===== config.mk =====
export PLATFORM = sky130hd
export DESIGN_NAME = mem_stage
export DESIGN_NICKNAME = d
export VERILOG_FILES = /design/src/rtl/mem_stage.sv
export SDC_FILE = /design/constraint.sdc
export NUM_CORES = 1
export LEC_CHECK = 0
export CAP_MARGIN = 20
export CORE_UTILIZATION = 39
export DETAILED_ROUTE_END_ITERATION = 8
export PLACE_DENSITY = 0.86
export SYNTH_ARGS = -nofsm -noshare
export SYNTH_HDL_FRONTEND = slang
export SYNTH_SLANG_ARGS = --single-unit

===== constraint.sdc =====
create_clock -name clk -period 2.1 [get_ports clk]
set_clock_uncertainty 0.05 [all_clocks]
set_input_delay 0.42 -clock clk [delete_from_list [all_inputs] [get_ports clk]]
set_output_delay 0.42 -clock clk [all_outputs]
set_load 0.05 [all_outputs]

===== src/rtl/mem_stage.sv =====
// Pipeline MEM stage: registers the EX->MEM bus under stall control, extracts and
// extends load data from the synchronous SRAM, and drives the WB and forwarding buses.
module mem_stage #(
  parameter int unsigned EX_TO_MEM_WD = 76,
  parameter int unsigned MEM_TO_WB_WD = 70,
  parameter int unsigned MEM_TO_RF_WD = 38,
  parameter int unsigned STALL_WD     = 6,
  parameter int unsigned LOAD_WD      = 5
) (
  input  logic                    clk,
  input  logic                    rst,
  input  logic [STALL_WD-1:0]     stall,
  input  logic [EX_TO_MEM_WD-1:0] ex_to_mem_bus,
  input  logic [LOAD_WD-1:0]      ex_load_bus,
  input  logic [31:0]             data_sram_rdata,
  output logic [MEM_TO_WB_WD-1:0] mem_to_wb_bus,
  output logic [MEM_TO_RF_WD-1:0] mem_to_rf_bus,
  output logic                    mem_is_load
);

  localparam int unsigned DATA_WD = 32;

  logic [EX_TO_MEM_WD-1:0] bus_r;
  logic [LOAD_WD-1:0]      load_r;
  logic                    fresh;
  logic [DATA_WD-1:0]      hold;

  logic               stop_mem;
  logic               stop_wb;
  logic [31:0]        pc;
  logic               sel_rf_res;
  logic               rf_we;
  logic [4:0]         rf_waddr;
  logic [DATA_WD-1:0] ex_result;
  logic [1:0]         addr;

  logic [DATA_WD-1:0] rd;
  logic [7:0]         byte_val;
  logic [15:0]        half_val;
  logic [DATA_WD-1:0] load_data;
  logic [DATA_WD-1:0] rf_wdata;

  assign stop_mem = stall[3];
  assign stop_wb  = stall[4];

  // Stall bits belonging to other stages, and the store mask, are not consumed here.
  logic unused_bits;
  assign unused_bits = ^{stall[STALL_WD-1:5], stall[2:0], bus_r[42:39]};

  // fresh marks the one cycle in which the SRAM port carries this load's data;
  // hold keeps that data once the port moves on during a stall.
  always_ff @(posedge clk) begin
    if (rst) begin
      bus_r  <= '0;
      load_r <= '0;
      fresh  <= 1'b0;
      hold   <= '0;
    end else begin
      if (fresh) hold <= data_sram_rdata;
      if (stop_mem && !stop_wb) begin
        bus_r  <= '0;
        load_r <= '0;
        fresh  <= 1'b0;
      end else if (!stop_mem) begin
        bus_r  <= ex_to_mem_bus;
        load_r <= ex_load_bus;
        fresh  <= ex_to_mem_bus[43];
      end else begin
        fresh  <= 1'b0;
      end
    end
  end

  assign pc         = bus_r[75:44];
  assign sel_rf_res = bus_r[38];
  assign rf_we      = bus_r[37];
  assign rf_waddr   = bus_r[36:32];
  assign ex_result  = bus_r[31:0];
  assign addr       = ex_result[1:0];

  // Little-endian lane select and sign/zero extension of the load result.
  always_comb begin
    rd        = fresh ? data_sram_rdata : hold;
    byte_val  = 8'h00;
    half_val  = addr[1] ? rd[31:16] : rd[15:0];
    load_data = rd;
    case (addr)
      2'd0:    byte_val = rd[7:0];
      2'd1:    byte_val = rd[15:8];
      2'd2:    byte_val = rd[23:16];
      default: byte_val = rd[31:24];
    endcase
    if (load_r[4])      load_data = {{24{byte_val[7]}}, byte_val};
    else if (load_r[3]) load_data = {24'h0, byte_val};
    else if (load_r[2]) load_data = {{16{half_val[15]}}, half_val};
    else if (load_r[1]) load_data = {16'h0, half_val};
    rf_wdata = sel_rf_res ? load_data : ex_result;
  end

  assign mem_to_wb_bus = {pc, rf_we, rf_waddr, rf_wdata};
  assign mem_to_rf_bus = mem_to_wb_bus[MEM_TO_RF_WD-1:0];
  assign mem_is_load   = |load_r;

endmodule


==> run metrics, run 1 <==
status=finished, violations left; violated checks=setup timing; ANT nets after route=0; Slew Limit Fails=0; Post-Syn Area per Cell=~9.5 um^2; DRC Markers=0; Clock transition at path regs=0.07 ns; Port Buffers=221; max_cap viols=0; slew margin rel.=59.3%; initial antenna violation count=2; crit end category=output port; GRT Overall Usage=22.5%; maximum clock path buffer count=2; hold buffers post-CTS=0; final WL=16.2 mm; CTS Sinks=~110; final setup violating endpoints=65; Clk Latency, worst-skew pair=0.34 ns; post-layout min period=2.82 ns; Slew @ Worst Pin=roughly 0.6 ns; Pre-antenna DRT Iters=4; Post-Syn Nets=690; vias in the first global route=about 4,700; root cell of the clock tree=clkbuf_16; leak pwr=about 0.0037 uW; layout cell share with drive strength beyond 1=30.1%; Placed Cells=between 900 and 1,000; synth top area cells=dfxtp_1 (40%), mux2i_1 (23%), buf_4 (11%); Total Nets Final=~880; pin count of the biggest net entering global routing=49; unrepaired setup endpoints after global routing=true; post-synthesis sequential area ratio=approximately two fifths; power per cell area=678 mW/mm^2; chip width=roughly 120 um; first-pass GRT wire length=25.1 mm; synth unique cells=33; Yosys top cell by area=dfxtp_1; Final Hold Viols=0; CP Data Required Time=1.63 ns; min-delay worst type=reg -> reg; drt wl/cell=roughly 17 um; DRT iter0 DRCs=239; Row Count=42; Ys Warns=0; Final WS setup=-0.723 ns; CP arrival=2.35 ns; Syn-to-layout area delta=65.6%; Peak VDD IR=0.000477 V; Post-DP HPWL=around 12 mm; Die Footprint=~0.014 mm^2; vias post-DR=4,638; Setup TNS Final=-42.78 ns; IO Count=230; CTS tree=built; FMAX=roughly 0.35 GHz; hold_ws=0.442 ns; GPL Wtd Cong=between 0.8 and 0.9; grt ovf=0; # H-tree levels=3; crit path launch type=input port; DR vias/cell=4.94; Yosys reg bits=109; Cells after Synth=~570; CORE AREA=0.0134 mm^2; TritonCTS Buffers=9; Setup CP Type=in -> out; Yosys top cell area share=40.3%; fin crit share=134%; post-route cell area=roughly 0.0090 mm^2; placed cell area=a little over 0.008 mm^2; CP Max Fanout=16; final-layout fill cell count=about 1,000; Finished Layout Cells=between 900 and 1,000; Die H=about 120 um; cell area after synthesis=about 0.0054 mm^2; initial core utilization=40.4%
logic make-up (layout without fill, tap and decap cells):
kind of cell           after synthesis  count (layout)  synth area share (%)
and+or+nand+nor                    155             155                  11.3
muxes                              137             137                  27.5
AOI/OAI and AO/OA                   46              46                  6.37
other                                0               3                     0
buffers and inverters              122             313                  14.5
DFF                                109             109                  40.3
path summary, 6_finish.rpt:
| path | from | endpoint | slack (ns) | cells after the start |
|---|---|---|---|---|
| worst max-delay path | data_sram_rdata[23] | mem_to_rf_bus[25] | -0.72 | 7 |
| worst min-delay path | bus_r[45]$_SDFFE_PP0N_ | bus_r[45]$_SDFFE_PP0N_ | 0.44 | 2 |
| worst max register to register | fresh$_SDFF_PP0_ | hold[24]$_SDFF_PP0_ | 0.53 | 8 |
| worst min register to register | bus_r[45]$_SDFFE_PP0N_ | bus_r[45]$_SDFFE_PP0N_ | 0.44 | 2 |
per-layer routing:
metal	vias to the layer above	track usage, %	part of all wire [%]
li1	2219	-	-
met1	2228	29.0	43
met2	180	37.1	50
met3	11	4.80	7.0
met4	0	7.42	0.75
met5	-	0	0
metrics by stage:
step / total power (uW) / setup WS, ns / utilization [%]
floorplan: 3430 / -0.448 / -
global placement: 4130 / -0.676 / 61.5
detailed placement: 4170 / -0.704 / 61.5
CTS: 6090 / -0.705 / 65.9
global route: 6320 / -0.787 / 66.9
finish: 6080 / -0.723 / 66.9
cells in the final DEF (no fill, tap or decap), types with 2 or more instances in the layout:
master	instances
mux2i_2	8
buf_12	56
o22a_4	8
o22ai_4	6
o21ai_0	6
mux2i_4	3
diode_2	3
clkdlybuf4s50_1	155
clkinv_2	2
nand2_1	10
dfxtp_1	105
mux2_2	2
dfxtp_2	3
mux2_4	4
mux4_2	9
nor2_1	133
buf_6	19
bufinv_16	2
inv_1	7
buf_4	55
clkbuf_16	11
a21oi_4	7
mux2i_1	111
o21ai_2	2
buf_8	2
and2_4	6
o22a_2	9
area by class of cell:
cell class                 instances  area [um^2]  area share [%]
antenna                            3         7.51          0.0837
clock buffer                      10          239            2.66
clock inverter                     6         86.3           0.962
inverter                           8         30.0           0.335
multi-input combinational        338         2820            31.4
sequential                       109         2190            24.4
tap                              176          220            2.45
timing repair buffer             289         3380            37.7
critical path: stages:
cell and delay [ns]:
clkdlybuf4s50_1 0.50, mux2i_1 0.13, mux4_2 0.52, o221ai_4 0.22, buf_12 0.18, o22a_2 0.22, buf_12 0.15
synthesized netlist by cell type:
library cell  instances
or2_2                 1
buf_1                 3
a21o_1                1
o21ai_0               7
mux2_2                4
mux4_2                9
a21boi_2              1
or4_1                 1
o22ai_1               6
dfxtp_1             109
inv_1                 7
o21ai_2               1
o21ai_1               1
mux2_1                2
nand2_1              10
mux2i_1             122
buf_6                 3
and2_1                6
o211ai_1              1
buf_2                 6
nor2_1              134
a21oi_1               8
nand3_1               1
clkbuf_1             24
a22oi_1               1
buf_8                 1
or2_1                 1
o221ai_4              1
o22a_1               17
buf_4                77
nor3b_1               1
inv_2                 1
a32o_1                1
timing repair:
action                     CTS  global route
pin swaps                    4             5
buffers inserted             7             3
gates resized for setup     49            23
gates cloned                 0             2
setup endpoints to repair   65            65
sequential cells by signal (all words and copies together), names as in the netlist:
name,flops
hold,32
bus_r,71
fresh,1
load_r,5
power breakdown:
group	switching [uW]	internal, uW	leakage [uW]
sequential	62.9	2160	0.000894
combinational	1040	960	0.00268
clock	778	1080	0.000158
No activity file was read; power rests on OpenSTA's default activity.
==> inputs of run 2 (changes only) <==
--- a/config.mk
+++ b/config.mk
@@ -5,10 +5,12 @@
 export SDC_FILE = /design/constraint.sdc
 export NUM_CORES = 1
 export LEC_CHECK = 0
+export ABC_AREA = 1
 export CAP_MARGIN = 20
-export CORE_UTILIZATION = 39
+export CORE_UTILIZATION = 41
 export DETAILED_ROUTE_END_ITERATION = 8
-export PLACE_DENSITY = 0.86
+export PLACE_DENSITY = 0.87
 export SYNTH_ARGS = -nofsm -noshare
 export SYNTH_HDL_FRONTEND = slang
 export SYNTH_SLANG_ARGS = --single-unit
+export TNS_END_PERCENT = 100
==> run 2 against run 1 <==
Effect of this change: the flow finishes with violations (DRC, setup timing); clock-buffer cell count is the same; die area grew 9.6%; clock power shrank 11%; fmax grew 15%; utilization shrank 2.6 points; power shrank 3.7%; critical path depth grew 2; global-route usage grew 1.4 points; combinational power is essentially flat; first-iteration DRC count grew 21%.
==> run metrics, run 2 <==
DR vias/cell=4.75 (-3.9%); maximum clock path buffer count=2 (unchanged); max reg flops=71 (unchanged); Peak VDD IR=0.000436 V (-8.6%); number of synthesized flops with an enable pin=0 (unchanged); Setup CP Type=in -> out; leak pwr=0.00481 uW (+29%); CP Data Required Time=1.63 ns (about the same); pin count of the biggest net entering global routing=54 (+10%); Pre-antenna DRT Iters=8 (+4); TritonCTS Buffers=9 (unchanged); CORE AREA=0.0147 mm^2 (+9.7%); Yosys reg bits=109 (unchanged); CTS Sinks=109 (unchanged); Cells after Synth=902 (+59%); CP arrival=1.99 ns (-0.36 ns); CP Max Fanout=6 (-10); vias post-DR=5,983 (+29%); Slew @ Worst Pin=0.531 ns (-0.0795 ns); Row Count=44 (+4.8%); min-delay src=hold[22]$_SDFF_PP0_; Die H=125 um (+4.7%); # H-tree levels=3 (unchanged); slew margin rel.=64.5% (+5.2 points); final-layout fill cell count=1,200 (+20%); Finished Layout Cells=1,260 (+34%); WHS Endpoint=hold[22]$_SDFF_PP0_; initial core utilization=42.5% (+2.1 points); post-layout min period=2.46 ns (-0.361 ns); Final WS setup=-0.363 ns (+0.361 ns); Post-Syn Nets=1,023 (+48%); final WL=19.0 mm (+17%); Yosys top cell by area=dfxtp_1; reg2reg setup slack=0.88 ns (+0.35 ns); count leader, synth=nand2_1; CP max stage delay=0.47 ns (-0.05 ns); max_cap viols=0 (unchanged); drt wl/cell=15.1 um (-13%); Slew Limit Fails=0 (unchanged); synth unique cells=22 (-33%); Syn-to-layout area delta=51.2%; CTS tree=built; Post-DP HPWL=13.8 mm (+16%); root cell of the clock tree=clkbuf_16; Die Footprint=0.0157 mm^2 (+9.6%); Worst Path Buf+Inv=3 (unchanged); vias in the first global route=6,064 (+30%); cell area after synthesis=0.00625 mm^2 (+15%); initial antenna violation count=0 (-2); family with the most delay on the worst path=buffers and inverters; status=finished, violations left; diodes inserted=0 (-3); hold buffers post-CTS=0 (unchanged); pre-CTS setup slack=-0.358 ns (+0.346 ns); DRC Markers=10 (+10); CP max-delay cell=clkdlybuf4s50_1; IO Count=230 (unchanged); layout cell share with drive strength beyond 1=28.3% (-1.9 points); FF-to-FF Start=fresh$_SDFF_PP0_; most frequent cells in the layout=nand2_1 (254), clkdlybuf4s50_1 (153), inv_1 (145), dfxtp_1 (105), mux2_2 (76); Largest Register=bus_r; DRT iter0 DRCs=288 (+21%); chip width=125 um (+4.7%); crit end category=output port; grt ovf=0 (unchanged); Crit path top cell by count=nand2_2; Final Hold Viols=0 (unchanged); most frequent cells after synthesis=nand2_1 (282), inv_1 (147), dfxtp_1 (109); Total Nets Final=1,192 (+36%); unrepaired setup endpoints after global routing=true; post-synthesis sequential area ratio=34.9% (-5.4 points); crit path launch type=input port; commonest non-fill, non-tap cell in the layout=nand2_1; largest registers=bus_r: 71 flops, hold: 32 flops, load_r: 5 flops; synth top area cells=dfxtp_1 (35%), nand2_1 (17%), mux2_2 (14%); CP cell instances=clkdlybuf4s50_1 -> nand2_2 -> nand2_2 -> nand2_2 -> nand3_4 -> nand3_4 -> clkbuf_16 -> a21oi_4 -> buf_12; GPL Wtd Cong=0.922 (+7.2%); Clock transition at path regs=0.07 ns (about the same); Pwr Total=5860 uW (-3.7%); Port Buffers=221 (unchanged); power per cell area=620 mW/mm^2 (-8.6%); violated checks=DRC, setup timing; FF-to-FF path depth=5 (-3); Ys Warns=0 (unchanged); Post-Syn Area per Cell=6.93 um^2 (-27%); WHS Path Cells=2 (unchanged); Async SR Flop Fraction=0% (unchanged); first-pass GRT wire length=29.5 mm (+18%); Synth Flop Type=dfxtp_1; Yosys top cell area share=34.9% (-5.4 points); Clk Latency, worst-skew pair=0.35 ns (about the same); FMAX=0.406 GHz (+15%); fin crit share=117% (-17 points); r2r endpoint=hold[24]$_SDFF_PP0_; ANT nets after route=0 (unchanged); GRT Overall Usage=23.9% (+1.4 points); min-delay worst type=reg -> reg; Placed Cells=1,234 (+36%); final setup violating endpoints=64 (-1.5%)
## run 2: cell count changes after synthesis, sizes merged, moves of 13 or more
cell | previous run | this run
nand2 | 10 | 283
buf | 90 | 103
mux2 | 6 | 76
o22a | 17 | 0
inv | 8 | 149
nor2 | 134 | 79
nand3 | 1 | 26
mux2i | 122 | 0
a21oi | 8 | 43
## run 2: worst max-delay path by stage
stage	cells after the start	end	slack, ns	from
floorplan	9	mem_to_wb_bus[11]	-0.11	bus_r[1]$_SDFFE_PP0N_
CTS	9	mem_to_wb_bus[28]	-0.35	data_sram_rdata[31]
global route	9	mem_to_rf_bus[5]	-0.45	fresh$_SDFF_PP0_
detailed placement	9	mem_to_wb_bus[12]	-0.36	data_sram_rdata[31]
global placement	9	mem_to_rf_bus[11]	-0.34	data_sram_rdata[31]
finish	9	mem_to_wb_bus[8]	-0.36	data_sram_rdata[23]
## run 2: layout make-up
| class | instances | area, um^2 | area share (%) |
|---|---|---|---|
| Sequential cell | 109 | 2190 | 23.2 |
| Inverter | 149 | 572 | 6.05 |
| Timing Repair Buffer | 277 | 3030 | 32.1 |
| Tap cell | 184 | 230 | 2.44 |
| Clock buffer | 10 | 229 | 2.42 |
| Clock inverter | 6 | 47.5 | 0.503 |
| Multi-Input combinational cell | 525 | 3150 | 33.3 |
## run 2: kinds of logic (layout without fill, tap and decap cells)
family,count (synthesis),after routing,share of synthesized area (%)
compound gates,60,60,5.16
buf+inv,268,442,21.8
flops,109,109,34.9
mux,76,76,13.7
simple gates,389,389,24.5
## run 2: worst reg2reg max path, cell delays in order, from the launching register on
cell	delay (ns)
dfxtp_4	0.43
buf_8	0.21
nand2_1	0.14
nand2_1	0.13
buf_4	0.12
nor2_1	0.03
## run 2: layer usage
layer / wire length [um] / track usage, % / vias up / part of all wire (%)
met5: 0 / 0 / - / 0
met4: 617 / 10.5 / 0 / 3.3
met3: 1540 / 6.89 / 45 / 8.1
met2: 9380 / 42.1 / 258 / 49
met1: 7430 / 26.6 / 2708 / 39
li1: - / - / 2972 / -
## run 2: stage by stage
| step | cell area (um^2) | util (%) | setup TNS (ns) | hold slack (ns) |
|---|---|---|---|---|
| after floorplan | 6640 | - | -2.24 | 0.397 |
| after global routing | 9450 | 64.3 | -23.99 | 0.434 |
| after detailed placement | 8690 | 59.1 | -18.15 | 0.411 |
| after CTS | 9190 | 62.5 | -18.65 | 0.421 |
| after global placement | 8690 | 59.1 | -17.72 | 0.405 |
| final | 9450 | 64.3 | -19.24 | 0.423 |
## run 2: what timing repair did
| action | CTS | global route |
|---|---|---|
| gates cloned | 1 | 3 |
| pin swaps | 4 | 13 |
| setup buffers | 0 | 6 |
| gates resized for setup | 56 | 53 |
| endpoints found under the setup margin | 64 | 64 |
| endpoints found under the hold margin | 0 | 0 |
## run 2: power breakdown
part / internal (uW) / leakage [uW] / total [uW] / switching, uW
sequential: 2160 / 0.000895 / 2220 / 51.6
clock: 816 / 0.000133 / 1640 / 824
combinational: 857 / 0.00379 / 2000 / 1150
